### src/rtl/ssd_pkg.sv
`default_nettype none
// ============================================================================
//  Module      : ssd_pkg
//  Description : Shared types and constants for the four-digit seven-segment
//                scan controller.
//  Revision    : 1.0 - initial release
// ============================================================================
package ssd_pkg;

    localparam int NUM_DIGITS = 4;
    localparam logic [3:0] DIGIT_OFF = 4'b1111;

    typedef logic [3:0] digit_t;

    typedef enum logic [0:0] {
        GUARD = 1'b0,
        SHOW  = 1'b1
    } scan_state_t;

    // Active-low one-cold enable for the selected digit
    function automatic logic [3:0] digit_enable(input logic [1:0] idx);
        return ~(4'b0001 << idx);
    endfunction

endpackage
`default_nettype wire

### src/rtl/ssd_refresh_timer.sv
`default_nettype none
// ============================================================================
//  Module      : ssd_refresh_timer
//  Description : Refresh prescaler. Counts 0..REFRESH_DIV-1 while restart is
//                low and flags the terminal count with tick.
//  Revision    : 1.0 - initial release
// ============================================================================
module ssd_refresh_timer #(
    parameter int REFRESH_DIV = 50000
) (
    input  logic clk,
    input  logic reset,
    input  logic restart,
    output logic tick
);

    localparam int CNT_W = $clog2(REFRESH_DIV);
    localparam logic [CNT_W-1:0] C_TERM = CNT_W'(REFRESH_DIV - 1);

    logic [CNT_W-1:0] r_count;

    // A restart holds the count at zero so SHOW always begins from a fresh period
    assign tick = !restart && (r_count == C_TERM);

    // Prescaler register: clear on reset, restart or terminal count
    always_ff @(posedge clk) begin
        if (reset || restart || tick) begin
            r_count <= '0;
        end else begin
            r_count <= r_count + CNT_W'(1);
        end
    end

endmodule
`default_nettype wire

### src/rtl/ssd_scan_controller.sv
`default_nettype none
// ============================================================================
//  Module      : ssd_scan_controller
//  Description : Stores four hex digits entered via a load strobe and scans
//                them onto a shared decoder with a one-cycle blank guard slot
//                between digits.
//                Optional: SSD_LEADING_ZERO_BLANK_EN blanks leading zeros.
//  Revision    : 1.0 - initial release
// ============================================================================
module ssd_scan_controller
    import ssd_pkg::*;
#(
    parameter int REFRESH_DIV = 50000
) (
    input  logic       clk,
    input  logic       reset,
    input  logic       load_pulse,
    input  logic       clear,
    input  logic [3:0] user_inp,
    output logic [3:0] active_digit,
    output logic [3:0] seg_nibble,
    output logic [1:0] wr_ptr,
    output logic       entry_done
);

    digit_t      r_digits [NUM_DIGITS];
    logic [1:0]  r_wr_ptr;
    logic        r_entry_done;

    scan_state_t r_state;
    scan_state_t w_state_next;
    logic [1:0]  r_scan_idx;
    logic [1:0]  w_scan_idx_next;
    logic [3:0]  r_active_digit;
    logic [3:0]  w_active_digit_next;
    logic [3:0]  r_seg_nibble;
    logic [3:0]  w_seg_nibble_next;
    logic        w_tick;
    logic        w_restart;
    logic        w_blank;

    assign active_digit = r_active_digit;
    assign seg_nibble   = r_seg_nibble;
    assign wr_ptr       = r_wr_ptr;
    assign entry_done   = r_entry_done;

    // Prescaler is held cleared during GUARD so each SHOW lasts REFRESH_DIV cycles
    assign w_restart = (r_state == GUARD);

    ssd_refresh_timer #(
        .REFRESH_DIV (REFRESH_DIV)
    ) u_timer (
        .clk     (clk),
        .reset   (reset),
        .restart (w_restart),
        .tick    (w_tick)
    );

`ifdef SSD_LEADING_ZERO_BLANK_EN
    // w_upper_zero[i]: digit i and every higher digit are zero
    logic [NUM_DIGITS-1:0] w_upper_zero;

    assign w_upper_zero[NUM_DIGITS-1] = (r_digits[NUM_DIGITS-1] == 4'd0);

    generate
        for (genvar gi = 0; gi < NUM_DIGITS - 1; gi++) begin : g_zero_chain
            assign w_upper_zero[gi] = (r_digits[gi] == 4'd0) && w_upper_zero[gi+1];
        end
    endgenerate

    // Digit 0 stays lit so a value of zero still shows one "0"
    assign w_blank = (r_scan_idx != 2'd0) && w_upper_zero[r_scan_idx];
`else
    assign w_blank = 1'b0;
`endif

    // Digit storage and entry pointer; clear wins over a coincident load
    always_ff @(posedge clk) begin
        if (reset || clear) begin
            for (int i = 0; i < NUM_DIGITS; i++) begin
                r_digits[i] <= '0;
            end
            r_wr_ptr     <= 2'd0;
            r_entry_done <= 1'b0;
        end else if (load_pulse) begin
            r_digits[r_wr_ptr] <= user_inp;
            r_wr_ptr           <= r_wr_ptr + 2'd1;
            if (r_wr_ptr == 2'd3) begin
                r_entry_done <= 1'b1;
            end
        end
    end

    // Scan next-state and next-output logic
    always_comb begin
        w_state_next        = r_state;
        w_scan_idx_next     = r_scan_idx;
        w_active_digit_next = DIGIT_OFF;
        w_seg_nibble_next   = r_seg_nibble;
        case (r_state)
            GUARD: begin
                w_state_next = SHOW;
            end
            SHOW: begin
                w_active_digit_next = w_blank ? DIGIT_OFF : digit_enable(r_scan_idx);
                w_seg_nibble_next   = r_digits[r_scan_idx];
                if (w_tick) begin
                    w_state_next    = GUARD;
                    w_scan_idx_next = r_scan_idx + 2'd1;
                end
            end
            default: begin
                w_state_next = GUARD;
            end
        endcase
    end

    // Scan state and registered display outputs
    always_ff @(posedge clk) begin
        if (reset) begin
            r_state        <= GUARD;
            r_scan_idx     <= 2'd0;
            r_active_digit <= DIGIT_OFF;
            r_seg_nibble   <= 4'd0;
        end else begin
            r_state        <= w_state_next;
            r_scan_idx     <= w_scan_idx_next;
            r_active_digit <= w_active_digit_next;
            r_seg_nibble   <= w_seg_nibble_next;
        end
    end

endmodule
`default_nettype wire

### config.mk
export PLATFORM = sky130hd
export DESIGN_NAME = ssd_scan_controller
export DESIGN_NICKNAME = d
export VERILOG_FILES = /design/src/rtl/ssd_pkg.sv /design/src/rtl/ssd_refresh_timer.sv /design/src/rtl/ssd_scan_controller.sv
export SDC_FILE = /design/constraint.sdc
export NUM_CORES = 1
export LEC_CHECK = 0
export ABC_CLOCK_PERIOD_IN_PS = 4750
export CORE_MARGIN = 1
export CORE_UTILIZATION = 45
export CTS_BUF_LIST = sky130_fd_sc_hd__clkbuf_8
export DETAILED_ROUTE_END_ITERATION = 12
export GPL_TIMING_DRIVEN = 0
export PLACE_DENSITY = 0.62
export SETUP_SLACK_MARGIN = 0.05
export SLEW_MARGIN = 5
export SYNTH_ARGS = -nofsm -noshare
export SYNTH_HDL_FRONTEND = slang
export SYNTH_SLANG_ARGS = --single-unit
### constraint.sdc
create_clock -name clk -period 4.75 [get_ports clk]
set_clock_uncertainty 0.1 [all_clocks]
set_input_delay 1.1875 -clock clk [delete_from_list [all_inputs] [get_ports clk]]
set_output_delay 1.1875 -clock clk [all_outputs]
set_load 0.03 [all_outputs]
== After elaboration in Yosys (flattened, before gate mapping) ==
Memories as Yosys holds them, arrays and structs flattened. A register that Yosys moved wholly into a read port is not among the register bits.
Index checks and enable logic that the tools add are counted.
Operators by class
  muxes and demuxes: 10
  add/subtract/negate cells: 3
  bitwise logic cells: 2
  shift operators: 1
  reductions and logical operators: 8
  equal/unequal tests: 2
Operators with widths (count)
  $add 16x1->16 const B: 1
  $eq 16x16->1 const B: 1
  $mux 1: 7
  $add 2x1->2 const B: 2
  $mux 4: 1
  $not 4->4: 1
  $reduce_and 2->1: 2
  $reduce_or 4->1: 1
  $shl 1x2->4 const A: 1
  $logic_or 1x1->1: 3
  $eq 2x2->1 const B: 1
  $mux 2: 1
  $pmux 1 s2: 1
  $reduce_or 2->1: 1
  $logic_and 1x1->1: 1
  $not 1->1: 1
Word-level totals
  output and inout bits: 11
  memories kept: 1
  memory bits (writable): 16
  register bits after elaboration: 26
  logic and storage cells: 33
Memories
  r_digits: depth 4, bits a word 4, read ports 1, clocked after memory_dff 1, wr ports 4, RTL line ssd_scan_controller.sv:26  | digit_t r_digits [NUM_DIGITS];

== Depth between registers and ports, before layout ==
  depth after elaboration: 5
  mapped depth: 6

== By module ==
From an unflattened synthesis, not the netlist that was laid out.
Unflattened totals
  cells, all modules: 190
  area, all modules: 2170.8 µm²
Modules (own cells, without submodules)
  ssd_scan_controller: instances 1, cells an instance 109, seq. area each 760.7 µm², area each 1345.0 µm²
  ssd_refresh_timer: instances 1, cells an instance 81, seq. area each 320.3 µm², area each 825.8 µm²

== Least setup slack after synthesis ==
Ideal clock, no wire load.
  path type: input to register
  start point: input port clear
  end point: memory r_digits[1][0] in the netlist's numbering, enable pin
  stages on the path: 4
  data required time: 4.340 ns
  data arrival time: 2.134 ns
  path buffers: 0
  setup time: 0.310 ns
  path slack: 2.206 ns
  cell sequence: nor2_1 > nand2_1 > nor3b_1 > nand2b_1
RTL lines
  from (decl): RTL line ssd_scan_controller.sv:18  | input logic clear,
  to (decl): RTL line ssd_scan_controller.sv:26

==> results.tsv <==
metric	value	unit
synth_top_area_cell	dfxtp_1	
die_x	68.1	um
endpoint_kind	flop	
wl_per_cell	13.9	um
clk_latency	0.30	ns
dr_wl_met3	111	um
whs_path_depth	1	
cts.reportedPaths.clkPinSlew	0.08	ns
regToRegEndpoint	u_timer.r_count[7]	
area_delta_synth_final	17.7	%
min_to	u_timer.r_count[0]	
pin_count	19	
num_rows	23	
setup_violations	0	
drt-initial-drc-count	42	
p_per_area	327	nW/um^2
path_cells	clkdlybuf4s50_1 > nor2_1 > nand2_1 > nor3b_1 > nand2b_1	
initial_core_util	48.0	%
wl_met1	1.71	mm
ys.flop_type	dfxtp_1	
cts_sinks	46	
status	completed	
synth.area.top_cells	dfxtp_1 31%, edfxtp_1 24%, xnor2_1 6.7%	
drc_errors	0	
die_h	68.1	um
critical_path_class	input port to flop	
fin_setup_tns	0	ns
max_stage_delay	0.47	ns
fin_crit	3.12	ns
port_buffers	17	
antenna_left	0	
finalCritPeriodShare	65.7	%
cp.arrival	3.02	ns
path_max_fanout	9	
dp_hpwl	2.63	mm
maxCapViolCount	0	
n_antenna_cell	0	
viasPerCell	5.26	
grt_overflow	0	
synth.ff_latch_count	46	
hold_viol	0	
syn_inst	175	
reg2reg_depth	5	
post_cts_buffers	0	
drtPass1Iterations	4	
place.gp.congestion	0.792	
synth_edf_count	16	
grt_max_degree	16	
antenna_found_initial	0	
design_area	2310	sq um
synth_top_area_share	30.6	%
peakVddDrop	0.174	mV
first_global_vias	1236	
rsz0062_at_grt	no	
r2r-start	u_timer.r_count[4]	
cts_buffers	5	
grtUsageTotal	18.1	%
required	4.64	ns
yosysUniqueCellTypes	27	
cts_tree	built	
yosysWarnings	0	
drv_slew	0	
p_leak	0.000796	uW
slowest_stage	clkdlybuf4s50_1	
routed_wirelength	3.48	mm
hp-class	flop to flop	
hold_path.startpoint	u_timer.r_count[0]	
htree_levels	2	
final_cell_mix	30 x dfxtp_1, 25 x nor2_1, 17 x clkdlybuf4s50_1	
startpoint_type	input port	
synth_nets	189	
die-area	4630	sq um
max_freq	320	MHz
fillerInstances	367	
nets	213	
synth_area_per_cell	11.2	sq um
final_common_cell	dfxtp_1	
core	4090	sq um
ctsLongestPathBuffers	2	
drive_above_1_share	8.00	%
ys_async_sr_fraction	0	%
holdBufCountCts	0	
postCtsResizedCells	0	
grt_pass1_wl	5.97	mm
worst_slew_pin_slew	0.509	ns
ys_seq_area_share	55.1	%
root_buffer	clkbuf_8	
relSlewSlack	65.9	%
route.vias.total	1314	
wl_met2	1.62	mm
top_layer	met4	
placed_area	2200	sq um
reg2reg_slack	2.74	ns
netlist_area	1960	sq um
==> sequential cells by signal, indices dropped and copies added, names as in the netlist <==
| signal | count |
|---|---|
| active_digit | 4 |
| r_scan_idx | 2 |
| u_timer.r_count | 16 |
| entry_done | 1 |
| r_state | 1 |
| r_digits | 16 |
| wr_ptr | 2 |
| seg_nibble | 4 |
==> cells by family (layout without fill, tap and decap cells) <==
kind of cell	after synthesis	in the layout	share of synthesized area, %
simple gates	86	86	23.8
buf+inv	10	35	2.29
flops	46	46	55.1
compound gates	1	1	0.255
fa+ha+maj	6	6	3.82
xor+xnor	16	16	7.14
mux	10	10	7.65
==> critical path, delay by kind of cell <==
kind	cells	cell delay, ns
buf+inv	1	0.47
simple gates	4	1.35
==> metal layers <==
layer / global-route usage [%] / up-vias
met5: 0 / -
met4: 7.03 / 0
met3: 5.50 / 4
met2: 26.7 / 27
met1: 24.6 / 629
li1: - / 654
==> power breakdown <==
| group | switching (uW) | leakage, uW | internal [uW] | total [uW] |
|---|---|---|---|---|
| registers | 5.40 | 0.000420 | 418 | 423 |
| clock network | 134 | 0.0000504 | 157 | 290 |
| logic | 22.9 | 0.000325 | 18.5 | 41.3 |
| total | 162 | 0.000796 | 593 | 755 |
==> Yosys cell counts, drive strengths merged, types with 6 or more instances <==
cell type,count
ha,6
nor3,8
nor2,25
and2,12
nand2,9
dfxtp,30
mux2i,6
nor4,6
nand3,6
edfxtp,16
xnor2,15
==> worst max-delay path by stage <==
stage | from | to | slack (ns) | cells past startpoint
after floorplan | clear | r_digits[1][0] | 2.21 | 4
after global placement | reset | r_digits[1][2] | 1.42 | 5
after detailed placement | clear | r_digits[1][2] | 1.34 | 5
after CTS | clear | r_digits[1][3] | 1.66 | 5
after global routing | clear | r_digits[1][3] | 1.53 | 5
final | clear | r_digits[1][3] | 1.63 | 5
==> cell type report <==
type                            instances  area (sq um)  area share (%)
Inverter                                5          18.8           0.813
Sequential cell                        46          1080            46.8
Buffer                                  5          26.3            1.14
Clock inverter                          3          45.0            1.95
Multi-Input combinational cell        119           837            36.2
Timing Repair Buffer                   17           170            7.37
Clock buffer                            5          68.8            2.98
Tap cell                               50          62.6            2.71
==> through the flow <==
step | setup WS (ns) | hold WS (ns) | instances | power (uW) | utilization [%]
finish | 1.63 | 0.383 | 250 | 755 | 56.5
global route | 1.53 | 0.407 | 250 | 786 | 56.5
CTS | 1.66 | 0.388 | 250 | 764 | 56.5
detailed placement | 1.34 | 0.370 | 242 | 474 | 53.7
global placement | 1.42 | 0.338 | 242 | 472 | 53.7
floorplan | 2.21 | 0.329 | 175 | 455 | -
(Power assumes the default switching activity.)
